## src/rtl/barrel_shifter_pipe.sv

```systemverilog
// Pipelined four-mode logarithmic barrel shifter (SRL/SRA/SLL/ROR).
// One register stage per mux level, global stall, valid/ready on both sides.
module barrel_shifter_pipe #(
    parameter int unsigned N = 8,
    localparam int unsigned SHW = $clog2(N),
    localparam int unsigned L = $clog2(N)
) (
    input  logic           clk,
    input  logic           rst_n,
    input  logic           in_valid,
    output logic           in_ready,
    input  logic [N-1:0]   in_data,
    input  logic [SHW-1:0] in_amt,
    input  logic [1:0]     in_op,
    output logic           out_valid,
    input  logic           out_ready,
    output logic [N-1:0]   out_data
);

    typedef enum logic [1:0] {
        OpSrl = 2'b00,
        OpSra = 2'b01,
        OpSll = 2'b10,
        OpRor = 2'b11
    } op_e;

    function automatic logic [N-1:0] bit_rev(input logic [N-1:0] d);
        logic [N-1:0] r;
        for (int b = 0; b < int'(N); b++) begin
            r[b] = d[int'(N)-1-b];
        end
        return r;
    endfunction

    // One mux level doing a right shift by s; SLL arrives pre-reversed and uses the SRL path.
    function automatic logic [N-1:0] level_shift(input logic [N-1:0] d, input int unsigned s,
                                                 input logic [1:0] op, input logic sign);
        logic [N-1:0] ones;
        logic [N-1:0] srl;
        logic [N-1:0] res;
        ones = '1;
        srl  = d >> s;
        unique case (op)
            OpSra:   res = srl | ({N{sign}} & ~(ones >> s));
            OpRor:   res = srl | (d << (N - s));
            default: res = srl;
        endcase
        return res;
    endfunction

    logic           valid_q [L];
    logic [N-1:0]   data_q  [L];
    logic [SHW-1:0] amt_q   [L];
    logic [1:0]     op_q    [L];
    logic           sign_q  [L];

    logic           valid_d [L];
    logic [N-1:0]   data_d  [L];
    logic [SHW-1:0] amt_d   [L];
    logic [1:0]     op_d    [L];
    logic           sign_d  [L];

    logic en;

    assign en        = ~out_valid | out_ready;
    assign in_ready  = en;
    assign out_valid = valid_q[L-1];
    assign out_data  = data_q[L-1];

    always_comb begin
        valid_d[0] = in_valid & en;
        data_d[0]  = (in_op == OpSll) ? bit_rev(in_data) : in_data;
        amt_d[0]   = in_amt;
        op_d[0]    = in_op;
        sign_d[0]  = in_data[N-1];
        for (int k = 1; k < int'(L); k++) begin
            valid_d[k] = valid_q[k-1];
            data_d[k]  = data_q[k-1];
            amt_d[k]   = amt_q[k-1];
            op_d[k]    = op_q[k-1];
            sign_d[k]  = sign_q[k-1];
        end
        for (int k = 0; k < int'(L); k++) begin
            if (amt_d[k][k]) begin
                data_d[k] = level_shift(data_d[k], 32'd1 << k, op_d[k], sign_d[k]);
            end
        end
        // Undo the SLL input reversal before the result is registered in the last stage.
        if (op_d[L-1] == OpSll) begin
            data_d[L-1] = bit_rev(data_d[L-1]);
        end
    end

    always_ff @(posedge clk) begin
        if (!rst_n) begin
            for (int k = 0; k < int'(L); k++) begin
                valid_q[k] <= 1'b0;
                data_q[k]  <= '0;
                amt_q[k]   <= '0;
                op_q[k]    <= '0;
                sign_q[k]  <= 1'b0;
            end
        end else if (en) begin
            for (int k = 0; k < int'(L); k++) begin
                valid_q[k] <= valid_d[k];
                data_q[k]  <= data_d[k];
                amt_q[k]   <= amt_d[k];
                op_q[k]    <= op_d[k];
                sign_q[k]  <= sign_d[k];
            end
        end
    end

endmodule

```

## config.mk

```make
export PLATFORM = sky130hd
export DESIGN_NAME = barrel_shifter_pipe
export DESIGN_NICKNAME = d
export VERILOG_FILES = /design/src/rtl/barrel_shifter_pipe.sv
export SDC_FILE = /design/constraint.sdc
export NUM_CORES = 1
export LEC_CHECK = 0
export CAP_MARGIN = 5
export CORE_MARGIN = 3
export CORE_UTILIZATION = 45
export CTS_BUF_LIST = sky130_fd_sc_hd__clkbuf_2 sky130_fd_sc_hd__clkbuf_4 sky130_fd_sc_hd__clkbuf_8
export CTS_CLUSTER_SIZE = 20
export DETAILED_ROUTE_END_ITERATION = 8
export PLACE_DENSITY_LB_ADDON = 0.1
export SKIP_CTS_REPAIR_TIMING = 1
export SLEW_MARGIN = 15
export SYNTH_ARGS = -nofsm -noshare
export SYNTH_HDL_FRONTEND = slang
export SYNTH_SLANG_ARGS = --single-unit
```

## constraint.sdc

```tcl
create_clock -name clk -period 3.41 [get_ports clk]
set_input_delay 0.8525 -clock clk [delete_from_list [all_inputs] [get_ports clk]]
set_output_delay 0.8525 -clock clk [all_outputs]
set_load 0.01 [all_outputs]
```

==> impl_results.rst <==
.. list-table::
   :header-rows: 1

   * - Metric
     - Value
   * - Outcome
     - finished, final reports clean
   * - Power share of the combinational group
     - 12.2%
   * - Endpoint type of the worst setup path
     - primary output
   * - Wire length of the first global-routing pass
     - 5.402 mm
   * - Worst rel slew slack
     - 56.62%
   * - Maximum count of clock buffers along a single path
     - 2
   * - Cell taking the most area after synthesis
     - sky130_fd_sc_hd__edfxtp_1
   * - Number of pins with negative max-slew slack in the final report
     - 0
   * - Root buffer cell
     - sky130_fd_sc_hd__clkbuf_8
   * - Vias after detailed routing
     - 1276
   * - Crit-path cells
     - clkdlybuf4s50_1, nand2b_1, clkdlybuf4s50_1
   * - Total leakage power
     - 0.8856 nW
   * - Number of vias per cell
     - 5.572
   * - Clock buffer count from CTS
     - 5
   * - DP Worst Slack
     - 0.5493 ns
   * - Top cells by area in the synthesized netlist
     - sky130_fd_sc_hd__edfxtp_1 54%, sky130_fd_sc_hd__mux2i_1 7.5%, sky130_fd_sc_hd__a211oi_1 5.3%, sky130_fd_sc_hd__and3_1 3.8%, sky130_fd_sc_hd__buf_4 3.4%
   * - H-tree levels
     - 2
   * - Max-cap viol count
     - 0
   * - Share of power burned in registers
     - 52.4%
   * - Routability congestion estimate
     - 0.8022
   * - Worst hold path class
     - reg -> reg
   * - First-pass iteration count of the detailed router
     - 4
   * - Routed Antenna Nets
     - 0
   * - Buffering stage count on the worst path with inverters included
     - 2
   * - Dpl hpwl
     - 2.285 mm
   * - Number of nets in the final layout
     - 195
   * - Vertical die dimension
     - 72.60 um
   * - Post-Layout Inst Area
     - 2292 um2
   * - DP Cell Count
     - 221
   * - Tmin final
     - 2.866 ns
   * - Sum of internal, switching and leakage power
     - 0.001050 W
   * - Initial antenna violation count
     - 0
   * - Syn Area/Cell
     - 12.24 um2
   * - Most common cell type on the critical path
     - sky130_fd_sc_hd__clkdlybuf4s50_1
   * - Width of the chip
     - 72.60 um
   * - Seq cells post-synth
     - 36
   * - Share of the clock period used by the worst path after layout
     - 84.05%
   * - Tot GR Track Use
     - 13.28%
   * - CTS tree
     - done
   * - Final standard cell count with taps included and fillers excluded
     - 229
   * - Worst path setup slack after routing
     - 0.5440 ns
   * - Total Wirelength
     - 3.154 mm
   * - Clock-pin slew on the worst setup and hold paths
     - 0.07 ns
   * - Latest clock arrival within the worst-skew pair
     - 0.28 ns
   * - Number of antenna cells inserted
     - 0
   * - Power per unit of standard cell area
     - 458.0 nW/um2
   * - Gate Count Post-Synth
     - 163
   * - Effective utilization at floorplan
     - 48.16%
   * - DR WL/cell
     - 13.77 um
   * - Crit path largest cell delay
     - 0.55 ns
   * - Post-detailed-route DRC marker count
     - 0
   * - Worst setup path class
     - in -> out
   * - Portion of the post-synthesis area used by sequential elements
     - 54.17%
   * - Data arrival time at the worst-slack endpoint
     - 2.01 ns
   * - Crit start category
     - primary input
   * - Sum Neg Setup Slack
     - 0 ns
   * - Setup repair after global routing missed its margin
     - no
   * - Switching part of the total
     - 21.54%
   * - Worst slew pin tran
     - 0.6491 ns
   * - Std cell rows
     - 23
   * - Internal Dissipation
     - 0.0008238 W
   * - Max Fanout on Critical Path
     - 2
   * - Worst path top cell family by delay
     - buffers and inverters
   * - Max VDD drop
     - 217.1 uV
   * - Max Clock Freq
     - 348.9 MHz
   * - Share of Yosys cell area claimed by the top area cell type
     - 54.17%
   * - Violation count after the first detailed-route iteration
     - 65
   * - Vias in the first global route
     - 1263
   * - Net switching power figure
     - 0.0002262 W
   * - Total die area
     - 5270 um2
   * - Pin count of the biggest net entering global routing
     - 37
   * - Number of library cell types mapped by synthesis
     - 28
   * - Layout cell share with drive strength beyond 1
     - 11.73%
   * - P&R area growth vs syn
     - 14.86%
   * - Clk sinks
     - 36
   * - Floorplan Core Area
     - 4144 um2
   * - Area of the mapped netlist
     - 1996 um2
   * - Synthesized netlist net count
     - 180
   * - Total count of hold-check failures in the final report
     - 0
   * - Number of top-level design ports
     - 27
   * - Count of input and output buffers
     - 26
   * - Setup violation total in the final timing report
     - 0
   * - Required @ worst endpoint
     - 2.56 ns
   * - Slowest cell on the critical path
     - sky130_fd_sc_hd__clkdlybuf4s50_1
   * - Total congestion overflow
     - 0
   * - Number of warnings printed during yosys synthesis
     - 0
   * - Relative contribution of the clock network to total power
     - 35.4%
   * - Post-placement cell area
     - 2181 um2
   * - Skew final
     - 0.01063 ns
[kinds of logic (layout without fill, tap and decap cells)]
| logic type | count (synthesis) | count (layout) | synth area share [%] |
|---|---|---|---|
| DFF | 36 | 36 | 54.17 |
| muxes | 18 | 18 | 9.780 |
| buffers and inverters | 22 | 38 | 8.212 |
| xor gates and xnor gates | 1 | 1 | 0.4390 |
| and+or+nand+nor | 56 | 56 | 16.55 |
| AOI/OAI and AO/OA | 30 | 30 | 10.85 |
[cell type report]
class / instances / area, um2
clock buffer: 6 / 76.32
clock inverter: 2 / 35.03
fill: 362 / 1852
inverter: 1 / 3.754
multi-input combinational: 105 / 750.7
sequential: 36 / 1081
tap: 50 / 62.56
timing repair buffer: 29 / 282.8
[power by group through the flow]
| stage | Sequential [W] | Combinational, W | Clock, W |
|---|---|---|---|
| final | 0.000550 | 0.000128 | 0.000372 |
| after CTS | 0.000550 | 0.000129 | 0.000380 |
| after global routing | 0.000554 | 0.000143 | 0.000401 |
| after global placement | 0.000558 | 0.000126 | 0 |
| after floorplan | 0.000548 | 0.000103 | 0 |
| after detailed placement | 0.000561 | 0.000129 | 0 |
[registers in the layout (all words and copies together), names as in the netlist]
signal	flops
amt_q	3
data_q	24
op_q	4
sign_q	2
valid_q	3
[worst paths after layout]
kind	startpoint	to	slack, ns	cells after the start
max	out_ready	in_ready	0.54	3
min	amt_q[0][2]	amt_q[0][5]	0.57	1
max reg2reg	valid_q[0][2]	data_q[0][22]	1.69	4
min reg2reg	amt_q[0][2]	amt_q[0][5]	0.57	1
[layer usage]
metal	wire (um)	track usage, %
met5	0	0
met4	29	5.328
met3	171	4.821
met2	1726	24.45
met1	1226	13.45
[metrics by stage]
step	util, %	hold slack, ns
5_1_grt	55.31	0.5940
2_1_floorplan	-	0.5279
3_3_place_gp	52.63	0.5345
3_5_place_dp	52.63	0.5498
6_report	55.31	0.5661
4_1_cts	55.31	0.5681
[Yosys cell counts]
cell                       instances
sky130_fd_sc_hd__buf_12            1
sky130_fd_sc_hd__mux4_2            1
sky130_fd_sc_hd__a31oi_1           4
sky130_fd_sc_hd__and3_1           12
sky130_fd_sc_hd__nand2b_1          7
sky130_fd_sc_hd__and2b_1           2
sky130_fd_sc_hd__a211oi_1         14
sky130_fd_sc_hd__edfxtp_1         36
sky130_fd_sc_hd__buf_6             3
sky130_fd_sc_hd__clkbuf_2          2
sky130_fd_sc_hd__and4b_2           1
sky130_fd_sc_hd__nand2_1           5
sky130_fd_sc_hd__a21oi_1           5
sky130_fd_sc_hd__nor2b_1           5
sky130_fd_sc_hd__xor2_1            1
sky130_fd_sc_hd__a21bo_2           4
sky130_fd_sc_hd__mux2_2            2
sky130_fd_sc_hd__mux2i_1          15
sky130_fd_sc_hd__clkbuf_1          1
sky130_fd_sc_hd__buf_2             5
sky130_fd_sc_hd__nand3_1          10
sky130_fd_sc_hd__buf_4             9
sky130_fd_sc_hd__and2b_2           2
sky130_fd_sc_hd__a311oi_1          1
sky130_fd_sc_hd__inv_1             1
sky130_fd_sc_hd__o22ai_1           2
sky130_fd_sc_hd__nand3b_1          6
sky130_fd_sc_hd__nor2_1            6
[layout by cell type, fill, tap and decap left out]
cell type	count
sky130_fd_sc_hd__clkbuf_4	1
sky130_fd_sc_hd__clkinv_2	1
sky130_fd_sc_hd__nand2_1	5
sky130_fd_sc_hd__o22ai_1	2
sky130_fd_sc_hd__nor2b_1	5
sky130_fd_sc_hd__xor2_1	1
sky130_fd_sc_hd__nand3_1	10
sky130_fd_sc_hd__nand2b_1	7
sky130_fd_sc_hd__bufinv_16	1
sky130_fd_sc_hd__mux2_2	2
sky130_fd_sc_hd__edfxtp_1	36
sky130_fd_sc_hd__a211oi_1	14
sky130_fd_sc_hd__clkdlybuf4s50_1	26
sky130_fd_sc_hd__clkbuf_8	5
sky130_fd_sc_hd__nand3b_1	6
sky130_fd_sc_hd__a311oi_1	1
sky130_fd_sc_hd__mux4_2	1
sky130_fd_sc_hd__and3_1	12
sky130_fd_sc_hd__and4b_2	1
sky130_fd_sc_hd__mux2i_1	15
sky130_fd_sc_hd__inv_1	1
sky130_fd_sc_hd__a21oi_1	5
sky130_fd_sc_hd__and2b_2	2
sky130_fd_sc_hd__nor2_1	6
sky130_fd_sc_hd__a31oi_1	4
sky130_fd_sc_hd__buf_4	3
sky130_fd_sc_hd__and2b_1	2
sky130_fd_sc_hd__a21bo_2	4
Power figures use the tool's default switching activity.
==> RTL change 1, RTL diff (config.mk and constraints unchanged) <==
`N`: 8 -> 4.
--- a/src/rtl/barrel_shifter_pipe.sv
+++ b/src/rtl/barrel_shifter_pipe.sv
@@ -3,3 +3,3 @@
 module barrel_shifter_pipe #(
-    parameter int unsigned N = 8,
+    parameter int unsigned N = 4,
     localparam int unsigned SHW = $clog2(N),
Interface: changed (resized in_amt, in_data and out_data); port bits go from 27 to 18. No check against the original RTL was run, so the function may have changed too.
==> RTL change 1 against the original RTL <==
Total power fell by 64%. Area after synthesis down 59%. Worst setup slack better by 7.1 ps. Register-to-register slack improved by 300 ps. Cell area down 56%. Wire length decreased by 57%. Clock power is 76% lower. Sequential cell count fell by 22. Largest power group unchanged.
==> RTL change 1: results (changes against the original RTL) <==
status=finished clean (unchanged); clk_skew=3.759 ps (was 10.63 ps); placed inst area=984.7 um2 (was 0.002181 mm2); hold depth=1 (unchanged); DP Wirelength=1063 um (was 2285 um); CTS Buf Count=3 (was 5); Pre-antenna DRT Iters=4 (unchanged); register area share after synthesis=51.45% (was 54.17%); number of synthesized flops with an enable pin=14 (was 36); hold_ws=587.3 ps (was 566.1 ps); Clock Tree Root=clkbuf_4 (was clkbuf_8); Psw=87.06 uW (was 226.2 uW); Via density=5.404 (was 5.572); Largest regs=data_q (8), op_q (2), valid_q (2) (was data_q (24), op_q (4)); pin count of the biggest net entering global routing=15 (was 37); Least-Margin Pin Slew=633.7 ps (was 649.1 ps); layout cells sized above 1=8.235% (was 11.73%); Peak VDD IR=0.1699 mV (was 0.2171 mV); comb pwr=71.2 uW (was 128 uW); count of input and output buffers=17 (was 26); capture point of the worst reg-to-reg path=data_q[0][7]$_SDFFCE_PN0P_ (was data_q[0][22]$_SDFFCE_PN0P_); crit-path max cell delay=550 ps (about the same); Iter 0 DRT Violations=9 (was 65); mux share of post-synthesis cell area=9.648% (was 9.781%); worst setup path end=in_ready (unchanged); RR Startpoint=amt_q[0][1]$_SDFFCE_PN0P_ (was valid_q[0][2]$_SDFFCE_PN0P_); Layout Nets=98 (was 195); CTS HTree Levels=1 (was 2); number of antenna repair diodes=0 (unchanged); hold path endpoint=valid_q[0][1]$_SDFFCE_PN0P_ (was amt_q[0][5]$_SDFFCE_PN0P_); largest cells by area after synthesis=edfxtp_1 (51%), mux2i_1 (3.7%), buf_4 (3.7%) (was edfxtp_1 (54%), mux2i_1 (7.5%), a211oi_1 (5.3%)); Seq. pwr=217 uW (was 550 uW); Final setup viols=0 (unchanged); internal power=291.6 uW (was 823.8 uW); DRT Wirelength=1342 um (was 3154 um); Placer Congestion=0.8513 (was 0.8022); synth warn=0 (unchanged); Slew Limit Fails=0 (unchanged); synth unique cells=25 (was 28); xor/xnor share of the synthesized area=1.072% (was 0.4389%); leak pwr=0.0004010 uW (was 0.0008856 uW); vias in the first global route=539 (was 1263); Crit-path slowest cell=clkdlybuf4s50_1 (unchanged); register-to-register setup slack=1990 ps (was 1690 ps); syn_nets=81 (was 180); first-pass GRT wire length=2242 um (was 5402 um); gr usage total=12.30% (was 13.28%); Synth Area in Compound Gates=9.188% (was 10.85%); arrival time at the worst endpoint=2010 ps (about the same); Worst R2R Path Depth=2 (was 4); worst hold start=valid_q[0][0]$_SDFFCE_PN0P_ (was amt_q[0][2]$_SDFFCE_PN0P_); Synth top cells by count=edfxtp_1 (14), nand2_1 (7), and3_1 (4), buf_4 (4), nand3_1 (4) (was edfxtp_1 (36), mux2i_1 (15), a211oi_1 (14))
RTL change 1: cell count changes in the layout (fill, tap and decap cells not counted), sizes merged, moves of 6 or more:
| cell | change |
|---|---|
| clkdlybuf4s50 | -9 |
| edfxtp | -22 |
| a211oi | -13 |
| and3 | -8 |
| mux2i | -12 |
| nand3 | -6 |
RTL change 1: layer usage:
metal,GRT usage [%],vias up,wire [um]
met5,0,-,0
met4,4.265,0,0
met3,3.681,0,69
met2,22.17,14,680
met1,13.58,284,593
li1,-,291,-
RTL change 1: metrics by stage:
step           std cells  setup slack, ps
3_5_place_dp         105            561.0
4_1_cts              109            549.3
2_1_floorplan         69             1437
5_1_grt              109            509.0
6_report             109            551.1
3_3_place_gp         105            567.6
RTL change 1: cell type report:
type                            instances  area [um2]
Fill cell                             143       600.6
Sequential cell                        14       420.4
Multi-Input combinational cell         46       345.3
Timing Repair Buffer                   18       177.7
Tap cell                               24       30.03
Clock buffer                            3       22.52
Inverter                                3       11.26
Clock inverter                          1       3.754
==> RTL change 2, RTL diff (same settings) <==
Made on the original files. Make the reset (`rst_n`) asynchronous in one clocked block.
--- a/src/rtl/barrel_shifter_pipe.sv
+++ b/src/rtl/barrel_shifter_pipe.sv
@@ -93,3 +93,3 @@
 
-    always_ff @(posedge clk) begin
+    always_ff @(posedge clk or negedge rst_n) begin
         if (!rst_n) begin
Function: differs if rst_n is asserted again (counterexample within 4 cycles, from zero or initial values and one cycle with rst_n low); with rst_n held inactive, the same outputs for 10 cycles.
==> RTL change 2 against the original RTL <==
Worst setup slack got worse by 27 ps. Area after synthesis fell by 4.5%. Cell area fell by 4.1%. Wire length rose by 3.1%. First-iteration DRC count fell by 20%. Sequential cell count did not move. Critical path type unchanged. Critical endpoint unchanged. Highest routed layer unchanged.
Power is not compared: it rests on default switching activity, and its combinational part moved more than twofold at a synthesized area within 25%.
==> RTL change 2: results (changes against the original RTL) <==
Layout Nets=233 (was 195); Synth Flop Type=dfrtp_1 (was edfxtp_1); most flop-heavy register=data_q (unchanged); clk_skew=6.298 ps (was 10.63 ps); DP Wirelength=2365 um (was 2285 um); Worst R2R Path Depth=3 (was 4); hold depth=2 (was 1); max reg flops=16 (was 24); syn_nets=217 (was 180); Max Fclk=345.7 MHz (was 348.9 MHz); Final Total Pwr=1577 uW; WL/cell=12.32 um (was 13.77 um); met1 wire length=1411 um (was 1226 um); RR Startpoint=amt_d[2]$_DFFE_PN0N_ (was valid_q[0][2]$_SDFFCE_PN0P_); hold_ws=457.6 ps (was 566.1 ps); gr usage total=14.59% (was 13.28%); Placer Congestion=0.7304 (was 0.8022); grt met1 use=16.94% (was 13.45%); status=finished clean (unchanged); register area share after synthesis=47.24% (was 54.17%); Iter 0 DRT Violations=52 (was 65); pre-CTS WS=501.3 ps (was 549.3 ps); DRT Wirelength=3252 um (was 3154 um); Pre-antenna DRT Iters=4 (unchanged); register-to-register setup slack=2030 ps (was 1690 ps); clk slew on worst S/H paths=roughly 60 ps; met2 Use GR=24.51% (was 24.45%); layout cells sized above 1=8.879% (was 11.73%); first-pass GRT wire length=5768 um (was 5402 um); Routed met2 length=1613 um (was 1726 um); largest cells by area after synthesis=dfrtp_1 (47%), nand2_1 (14%), mux2i_1 (6.3%) (was edfxtp_1 (54%), mux2i_1 (7.5%), a211oi_1 (5.3%)); GRT met3 Usage=4.403% (was 4.821%); arrival time at the worst endpoint=2040 ps (was 2010 ps); worst hold start=valid_d[0]$_DFFE_PN0N_ (was amt_q[0][2]$_SDFFCE_PN0P_); hold path endpoint=valid_d[0]$_DFFE_PN0N_ (was amt_q[0][5]$_SDFFCE_PN0P_); DR WL met3=146 um (was 171 um); Via density=5.095 (was 5.572); Async S/R FF share, synth=100.0% (was 0%); cells after synthesis=200 (was 163); Slew headroom=70.83% (was 56.62%); synth unique cells=25 (was 28); worst setup path end=in_ready (unchanged); Synth top cells by count=nand2_1 (71), dfrtp_1 (36), o21ai_0 (16) (was edfxtp_1 (36), mux2i_1 (15), a211oi_1 (14)); pin count of the biggest net entering global routing=38 (was 37); placed cells=259 (was 221); vias in the first global route=1302 (was 1263)
[RTL change 2: cell count changes in the layout (fill, tap and decap cells not counted), moves of 12 or more]
cell	unedited run	this run
edfxtp_1	36	0
nand2_1	5	71
dfrtp_1	0	36
and3_1	12	0
o21ai_0	0	16
[RTL change 2: kinds of logic after synthesis]
| kind of cell | Yosys count | synth area share [%] |
|---|---|---|
| AO/OA/AOI/OAI | 32 | 9.777 |
| XOR/XNOR | 1 | 0.4594 |
| buffers and inverters | 23 | 7.152 |
| flip-flops | 36 | 47.24 |
| multiplexers | 23 | 16.73 |
| AND/OR/NAND/NOR | 85 | 18.64 |
[RTL change 2: area by class of cell]
type	instances	area [um2]
clock buffers	5	68.82
fillers	358	1859
inverters	3	11.26
multi-input cells	141	872.1
flip-flops and latches	36	900.9
well taps	50	62.56
repair buffers	29	282.8
[RTL change 2: critical path, stage by stage]
cell and delay (ps):
clkdlybuf4s50_1 410, nor2b_2 180, clkinv_1 100, clkdlybuf4s50_1 490
